### src/rtl/cpu_pkg.sv
// Shared types and sizing for the CPU run controller.
package cpu_pkg;

  localparam int unsigned NUM_REGS = 32;
  localparam int unsigned DATA_W   = 32;
  localparam int unsigned REG_AW   = $clog2(NUM_REGS);
  localparam int unsigned CNT_W    = 32;

  typedef enum logic [2:0] {
    ST_IDLE = 3'd0,
    ST_LOAD = 3'd1,
    ST_RUN  = 3'd2,
    ST_DUMP = 3'd3,
    ST_DONE = 3'd4
  } run_state_e;

endpackage

### src/rtl/cpu_run_ctrl.sv
// Load/run/dump sequencer: streams a program into IMEM, runs the CPU until
// halt or watchdog expiry, then streams out the whole register file.
module cpu_run_ctrl
  import cpu_pkg::*;
#(
  parameter int unsigned IMEM_AW    = 10,
  parameter int unsigned MAX_CYCLES = 100000
) (
  input  logic               clk,
  input  logic               rst,
  input  logic               start,
  input  logic               load_valid,
  input  logic [DATA_W-1:0]  load_data,
  input  logic               load_last,
  output logic               load_ready,
  output logic               imem_we,
  output logic [IMEM_AW-1:0] imem_addr,
  output logic [DATA_W-1:0]  imem_wdata,
  output logic               cpu_rst,
  output logic               cpu_en,
  input  logic               cpu_halt,
  output logic [REG_AW-1:0]  rf_raddr,
  input  logic [DATA_W-1:0]  rf_rdata,
  output logic               dump_valid,
  output logic [REG_AW-1:0]  dump_addr,
  output logic [DATA_W-1:0]  dump_data,
  input  logic               dump_ready,
  output logic               busy,
  output logic               done,
  output logic               timeout,
  output logic               load_full,
  output logic [CNT_W-1:0]   cycle_count
);

  localparam logic [IMEM_AW-1:0] ADDR_MAX = '1;
  localparam logic [REG_AW-1:0]  REG_LAST = REG_AW'(NUM_REGS - 1);
  localparam logic [CNT_W-1:0]   CNT_MAX  = CNT_W'(MAX_CYCLES);

  run_state_e         state_q, state_d;
  logic [IMEM_AW-1:0] addr_q, addr_d;
  logic [REG_AW-1:0]  idx_q, idx_d;
  logic [CNT_W-1:0]   cnt_q, cnt_d;
  logic               timeout_q, timeout_d;
  logic               full_q, full_d;
  logic               done_q, done_d;

  // State register.
  always_ff @(posedge clk) begin
    if (rst) state_q <= ST_IDLE;
    else     state_q <= state_d;
  end

  // Datapath and status registers.
  always_ff @(posedge clk) begin
    if (rst) begin
      addr_q    <= '0;
      idx_q     <= '0;
      cnt_q     <= '0;
      timeout_q <= 1'b0;
      full_q    <= 1'b0;
      done_q    <= 1'b0;
    end else begin
      addr_q    <= addr_d;
      idx_q     <= idx_d;
      cnt_q     <= cnt_d;
      timeout_q <= timeout_d;
      full_q    <= full_d;
      done_q    <= done_d;
    end
  end

  // Next-state, next-datapath and control outputs; reset overrides controls.
  always_comb begin
    state_d    = state_q;
    addr_d     = addr_q;
    idx_d      = idx_q;
    cnt_d      = cnt_q;
    timeout_d  = timeout_q;
    full_d     = full_q;
    done_d     = done_q;
    load_ready = 1'b0;
    imem_we    = 1'b0;
    cpu_rst    = 1'b1;
    cpu_en     = 1'b0;
    dump_valid = 1'b0;
    busy       = 1'b0;

    unique case (state_q)
      ST_IDLE, ST_DONE: begin
        if (start) begin
          state_d   = ST_LOAD;
          addr_d    = '0;
          idx_d     = '0;
          cnt_d     = '0;
          timeout_d = 1'b0;
          full_d    = 1'b0;
          done_d    = 1'b0;
        end
      end

      ST_LOAD: begin
        load_ready = 1'b1;
        busy       = 1'b1;
        if (load_valid) begin
          imem_we = 1'b1;
          if (load_last) begin
            state_d = ST_RUN;
          end else if (addr_q == ADDR_MAX) begin
            // Memory is full: stop loading without wrapping the address.
            full_d  = 1'b1;
            state_d = ST_RUN;
          end else begin
            addr_d = addr_q + IMEM_AW'(1);
          end
        end
      end

      ST_RUN: begin
        cpu_rst = 1'b0;
        cpu_en  = 1'b1;
        busy    = 1'b1;
        cnt_d   = cnt_q + CNT_W'(1);
        // Halt takes priority over a watchdog expiry in the same cycle.
        if (cpu_halt) begin
          state_d   = ST_DUMP;
          timeout_d = 1'b0;
          idx_d     = '0;
        end else if (cnt_d >= CNT_MAX) begin
          state_d   = ST_DUMP;
          timeout_d = 1'b1;
          idx_d     = '0;
        end
      end

      ST_DUMP: begin
        cpu_rst    = 1'b0;
        busy       = 1'b1;
        dump_valid = 1'b1;
        if (dump_ready) begin
          if (idx_q == REG_LAST) begin
            state_d = ST_DONE;
            done_d  = 1'b1;
          end else begin
            idx_d = idx_q + REG_AW'(1);
          end
        end
      end

      default: state_d = ST_IDLE;
    endcase

    if (rst) begin
      load_ready = 1'b0;
      imem_we    = 1'b0;
      cpu_rst    = 1'b1;
      cpu_en     = 1'b0;
      dump_valid = 1'b0;
      busy       = 1'b0;
    end
  end

  assign imem_addr   = addr_q;
  assign imem_wdata  = load_data;
  assign rf_raddr    = idx_q;
  assign dump_addr   = idx_q;
  assign dump_data   = rf_rdata;
  assign cycle_count = cnt_q;
  assign done        = done_q;
  assign timeout     = timeout_q;
  assign load_full   = full_q;

endmodule

### config.mk
export PLATFORM = sky130hd
export DESIGN_NAME = cpu_run_ctrl
export DESIGN_NICKNAME = d
export VERILOG_FILES = /design/src/rtl/cpu_pkg.sv /design/src/rtl/cpu_run_ctrl.sv
export SDC_FILE = /design/constraint.sdc
export NUM_CORES = 1
export LEC_CHECK = 0
export ABC_CLOCK_PERIOD_IN_PS = 2590
export CAP_MARGIN = 0
export CORE_MARGIN = 10
export CORE_UTILIZATION = 30
export CTS_CLUSTER_DIAMETER = 40
export DETAILED_ROUTE_END_ITERATION = 8
export PLACE_DENSITY = 0.71
export SYNTH_ARGS = -nofsm -noshare
export SYNTH_HDL_FRONTEND = slang
export SYNTH_SLANG_ARGS = --single-unit
### constraint.sdc
create_clock -name clk -period 2.59 [get_ports clk]
set_clock_uncertainty 0.2 [all_clocks]
set_input_delay 0.3885 -clock clk [delete_from_list [all_inputs] [get_ports clk]]
set_output_delay 0.3885 -clock clk [all_outputs]
set_load 0.01 [all_outputs]
==> flow_summary_export.csv <==
group,metric,value,unit
synthesis,synth-seq-cells,53,
run,drv_cap,0,
power,powerDensity,334,nW/µm²
route,drt_iter0_markers,308,
floorplan,initial_core_util,30.8,%
route,vias_per_cell,5.31,
synthesis,synth_compound_area_share,18.1,%
clocking,cts_max_level,2,
synthesis,synth_cell_types,57,
outcome,violations,"setup timing",
route,drc_errors,0,
grt,grt_first_pass_wirelength,19100,µm
critical_path,crit_buf_inv,0,
clocking,path_clk_slew,0.07,ns
floorplan,dieArea,18100,µm²
layout,nets,653,
placed_design,gp_congestion,0.923,
timing,setup-tns-final,-0.857,ns
route,via_count,3985,
critical_path,reg2reg_from,"cycle_count[12]",
route,wl_per_cell,16.1,µm
synthesis,async_reset_ff_share,0,%
grt,grt_max_degree,37,
route,routed_wl,12100,µm
layout,final_common_cell,"buf_4",
clocking,cts_buffers,5,
floorplan,coreArea,12700,µm²
synthesis,synth_ff_type,"dfxtp_1",
critical_path,end_kind,"register",
critical_path,crit_top_cell,"or4_4",
clocking,cts.sinks,53,
timing,rsz0062_at_grt,"true",
layout,area_growth_syn_to_layout,28.5,%
timing,relSlewSlack,66.1,%
grt,track_usage,12.6,%
timing,final_max_slew_viol_count,0,
synthesis,ys_seq_area_share,27.0,%
timing,worst_slew_pin_slew,0.508,ns
critical_path,arrival,2.77,ns
synthesis,synth_top_family_by_area,"simple AND/OR/NAND/NOR gates",
hold_path,hold_end,"load_full",
synthesis,netlist_instances,519,
floorplan,die_w,134,µm
critical_path,timing_worst_setup_path_type,"reg -> reg",
hold_path,min_from,"load_full",
layout,drive_gt1_share,24.7,%
critical_path,reg2regPathDepth,8,
placed_design,port_buffers,67,
hold_path,min_path_type,"reg -> reg",
synthesis,synth_edf_count,0,
timing,final_hold_viol_count,0,
synthesis,synth_fa_ha_area_share,1.28,%
floorplan,ios,196,
clocking,cts_tree,"built",
critical_path,max_stage_delay,0.54,ns
floorplan,dieHeight,134,µm
placed_design,dp_cells,740,
critical_path,reg2reg_slack,-0.14,ns
synthesis,synth_area_leaders,"dfxtp_1 27%, buf_4 14%, nor2_1 5.5%, a21oi_1 4.7%, nand2_1 4.2%",
critical_path,timing.rr.end,"dump_addr[4]",
grt,antenna_found_initial,0,
critical_path,crit_required,2.63,ns
synthesis,syn_area,3920,µm²
layout,final_cells,751,
layout,diodes,0,
clocking,cts_buffer_depth,2,
critical_path,crit_family,"simple AND/OR/NAND/NOR gates",
route,ant_nets,0,
outcome,status,"finished with violations",
layout,final_cell_mix,"80 x buf_4, 65 x clkdlybuf4s50_1, 57 x nor2_1",
layout,fin_util,39.6,%
placed_design,dp_hpwl,9080,µm
timing,finalCriticalPeriod,2.73,ns
synthesis,syn_nets,594,
timing,max_freq,366,MHz
power,peakVddDrop,0.211,mV
route,drt_first_pass_iters,5,
synthesis,yosysTopAreaCellShare,27.0,%
synthesis,synth.mux.area_fraction,1.31,%
timing,setup_viol,7,
critical_path,worstSetupStartpointType,"register",
synthesis,yosys.area_share.simple,30.3,%
timing,worst_slack,-0.142,ns
floorplan,rows,41,
synthesis,ys.warnings.count,0,
synthesis,yosysTopAreaCell,"dfxtp_1",
critical_path,crit_slowest_cell,"or4_4",
synthesis,synth-xor-area-share,3.57,%
synthesis,postSynthAreaPerCell,7.56,µm²
critical_path,path_cells,"nand3_2 -> or4_4 -> or4_4 -> mux2i_1 -> and4_1 -> o2111ai_2 -> o211ai_4 -> a31o_1",
hold_path,hold-path-cell-count,2,
clocking,clock-root-buffer,"clkbuf_16",
power,p_leak,1.83,nW
clocking,clk_latency,0.29,ns
timing,period_share,105,%
grt,overflow,0,
critical_path,cp.depth,8,
grt,first_global_vias,3852,
critical_path,crit_fanout,5,
[per-layer routing]
| layer | global-route usage (%) | up-vias | wire length [µm] |
|---|---|---|---|
| met5 | 0 | - | 0 |
| met4 | 2.72 | 0 | 89 |
| met3 | 4.67 | 20 | 1130 |
| met2 | 20.7 | 146 | 5700 |
| met1 | 15.2 | 1915 | 5200 |
| li1 | - | 1904 | - |
[worst max-delay path by stage]
stage	start	to	slack [ns]
finish	cycle_count[12]	dump_addr[4]	-0.14
CTS	cycle_count[12]	dump_addr[4]	-0.13
floorplan	cycle_count[20]	dump_addr[0]	-0.05
detailed placement	cycle_count[1]	dump_addr[0]	-0.17
global route	cycle_count[12]	dump_addr[4]	-0.25
global placement	cycle_count[1]	dump_addr[1]	-0.14
[stage by stage]
step	cell area [µm²]	power [W]	setup slack, ns	hold WS, ns
3_5_place_dp	4760	0.00104	-0.170	0.264
4_1_cts	4960	0.00170	-0.132	0.291
2_1_floorplan	4000	0.00106	-0.0548	0.301
3_3_place_gp	4760	0.00104	-0.140	0.257
6_report	5040	0.00169	-0.142	0.289
5_1_grt	5040	0.00175	-0.252	0.322
[timing repair]
action | CTS | global route
cloned | 0 | 0
setup endpoints to repair | 8 | 9
resized for setup | 10 | 15
setup buffers | 2 | 1
pin swaps | 7 | 8
endpoints found under the hold margin | 0 | 0
hold buffers | 0 | 0
[synthesized netlist by cell type, types with 2 or more instances]
| master | instances |
|---|---|
| mux2i_1 | 4 |
| nor2_1 | 58 |
| xnor2_1 | 9 |
| a31o_1 | 5 |
| nor4_1 | 13 |
| a211oi_1 | 3 |
| nand3b_1 | 3 |
| a21o_1 | 5 |
| ha_1 | 4 |
| buf_6 | 7 |
| a22o_1 | 2 |
| nand3_1 | 23 |
| or3_2 | 2 |
| or3_1 | 14 |
| and4_1 | 4 |
| a22oi_1 | 6 |
| or4_4 | 3 |
| and3_1 | 6 |
| nand4_1 | 11 |
| and2_1 | 5 |
| nor3_1 | 17 |
| a21oi_1 | 37 |
| a311oi_1 | 5 |
| nand3_4 | 2 |
| nand2b_1 | 5 |
| o21ai_0 | 27 |
| o211a_1 | 2 |
| nand2_1 | 44 |
| clkbuf_1 | 13 |
| a31oi_1 | 7 |
| o31ai_1 | 2 |
| buf_2 | 2 |
| xor2_1 | 7 |
| nor2b_1 | 2 |
| dfxtp_1 | 53 |
| inv_1 | 8 |
| nand4b_1 | 4 |
| buf_4 | 73 |
| or2_2 | 4 |
[registers in the layout, indices dropped and copies added (netlist names)]
register and flops:
cycle_count 32, done 1, dump_addr 5, imem_addr 10, load_full 1, state_q 3, timeout 1
[worst register-to-register path, stage by stage (launching register included)]
cell       delay, ns
dfxtp_4         0.35
nand3_2         0.08
or4_4           0.54
or4_4           0.45
mux2i_1         0.21
and4_1          0.22
o2111ai_2       0.17
o211ai_4        0.28
a31o_1          0.19
[cell type report]
type / instances / area, µm²
inverters: 8 / 30.0
multi-input cells: 362 / 2270
well taps: 172 / 215
fillers: 1326 / 7680
repair buffers: 148 / 1290
clock inverters: 3 / 12.5
clock buffers: 5 / 125
flip-flops and latches: 53 / 1100
[where the power goes]
| part | leakage, nW | internal, W | switching [W] |
|---|---|---|---|
| clock | 0.0687 | 0.000351 | 0.000306 |
| combinational | 1.32 | 0.0000801 | 0.000127 |
| sequential | 0.438 | 0.000816 | 0.00000615 |
| total | 1.83 | 0.00125 | 0.000439 |
[kinds of logic (layout without fill, tap and decap cells)]
| logic type | count (synthesis) | count (layout) |
|---|---|---|
| adders and majority gates | 4 | 4 |
| buffers and inverters | 104 | 164 |
| and+or+nand+nor | 226 | 226 |
| muxes | 5 | 5 |
| xor gates and xnor gates | 16 | 16 |
| AOI/OAI and AO/OA | 111 | 111 |
| DFF | 53 | 53 |
Power figures use the tool's default switching activity.
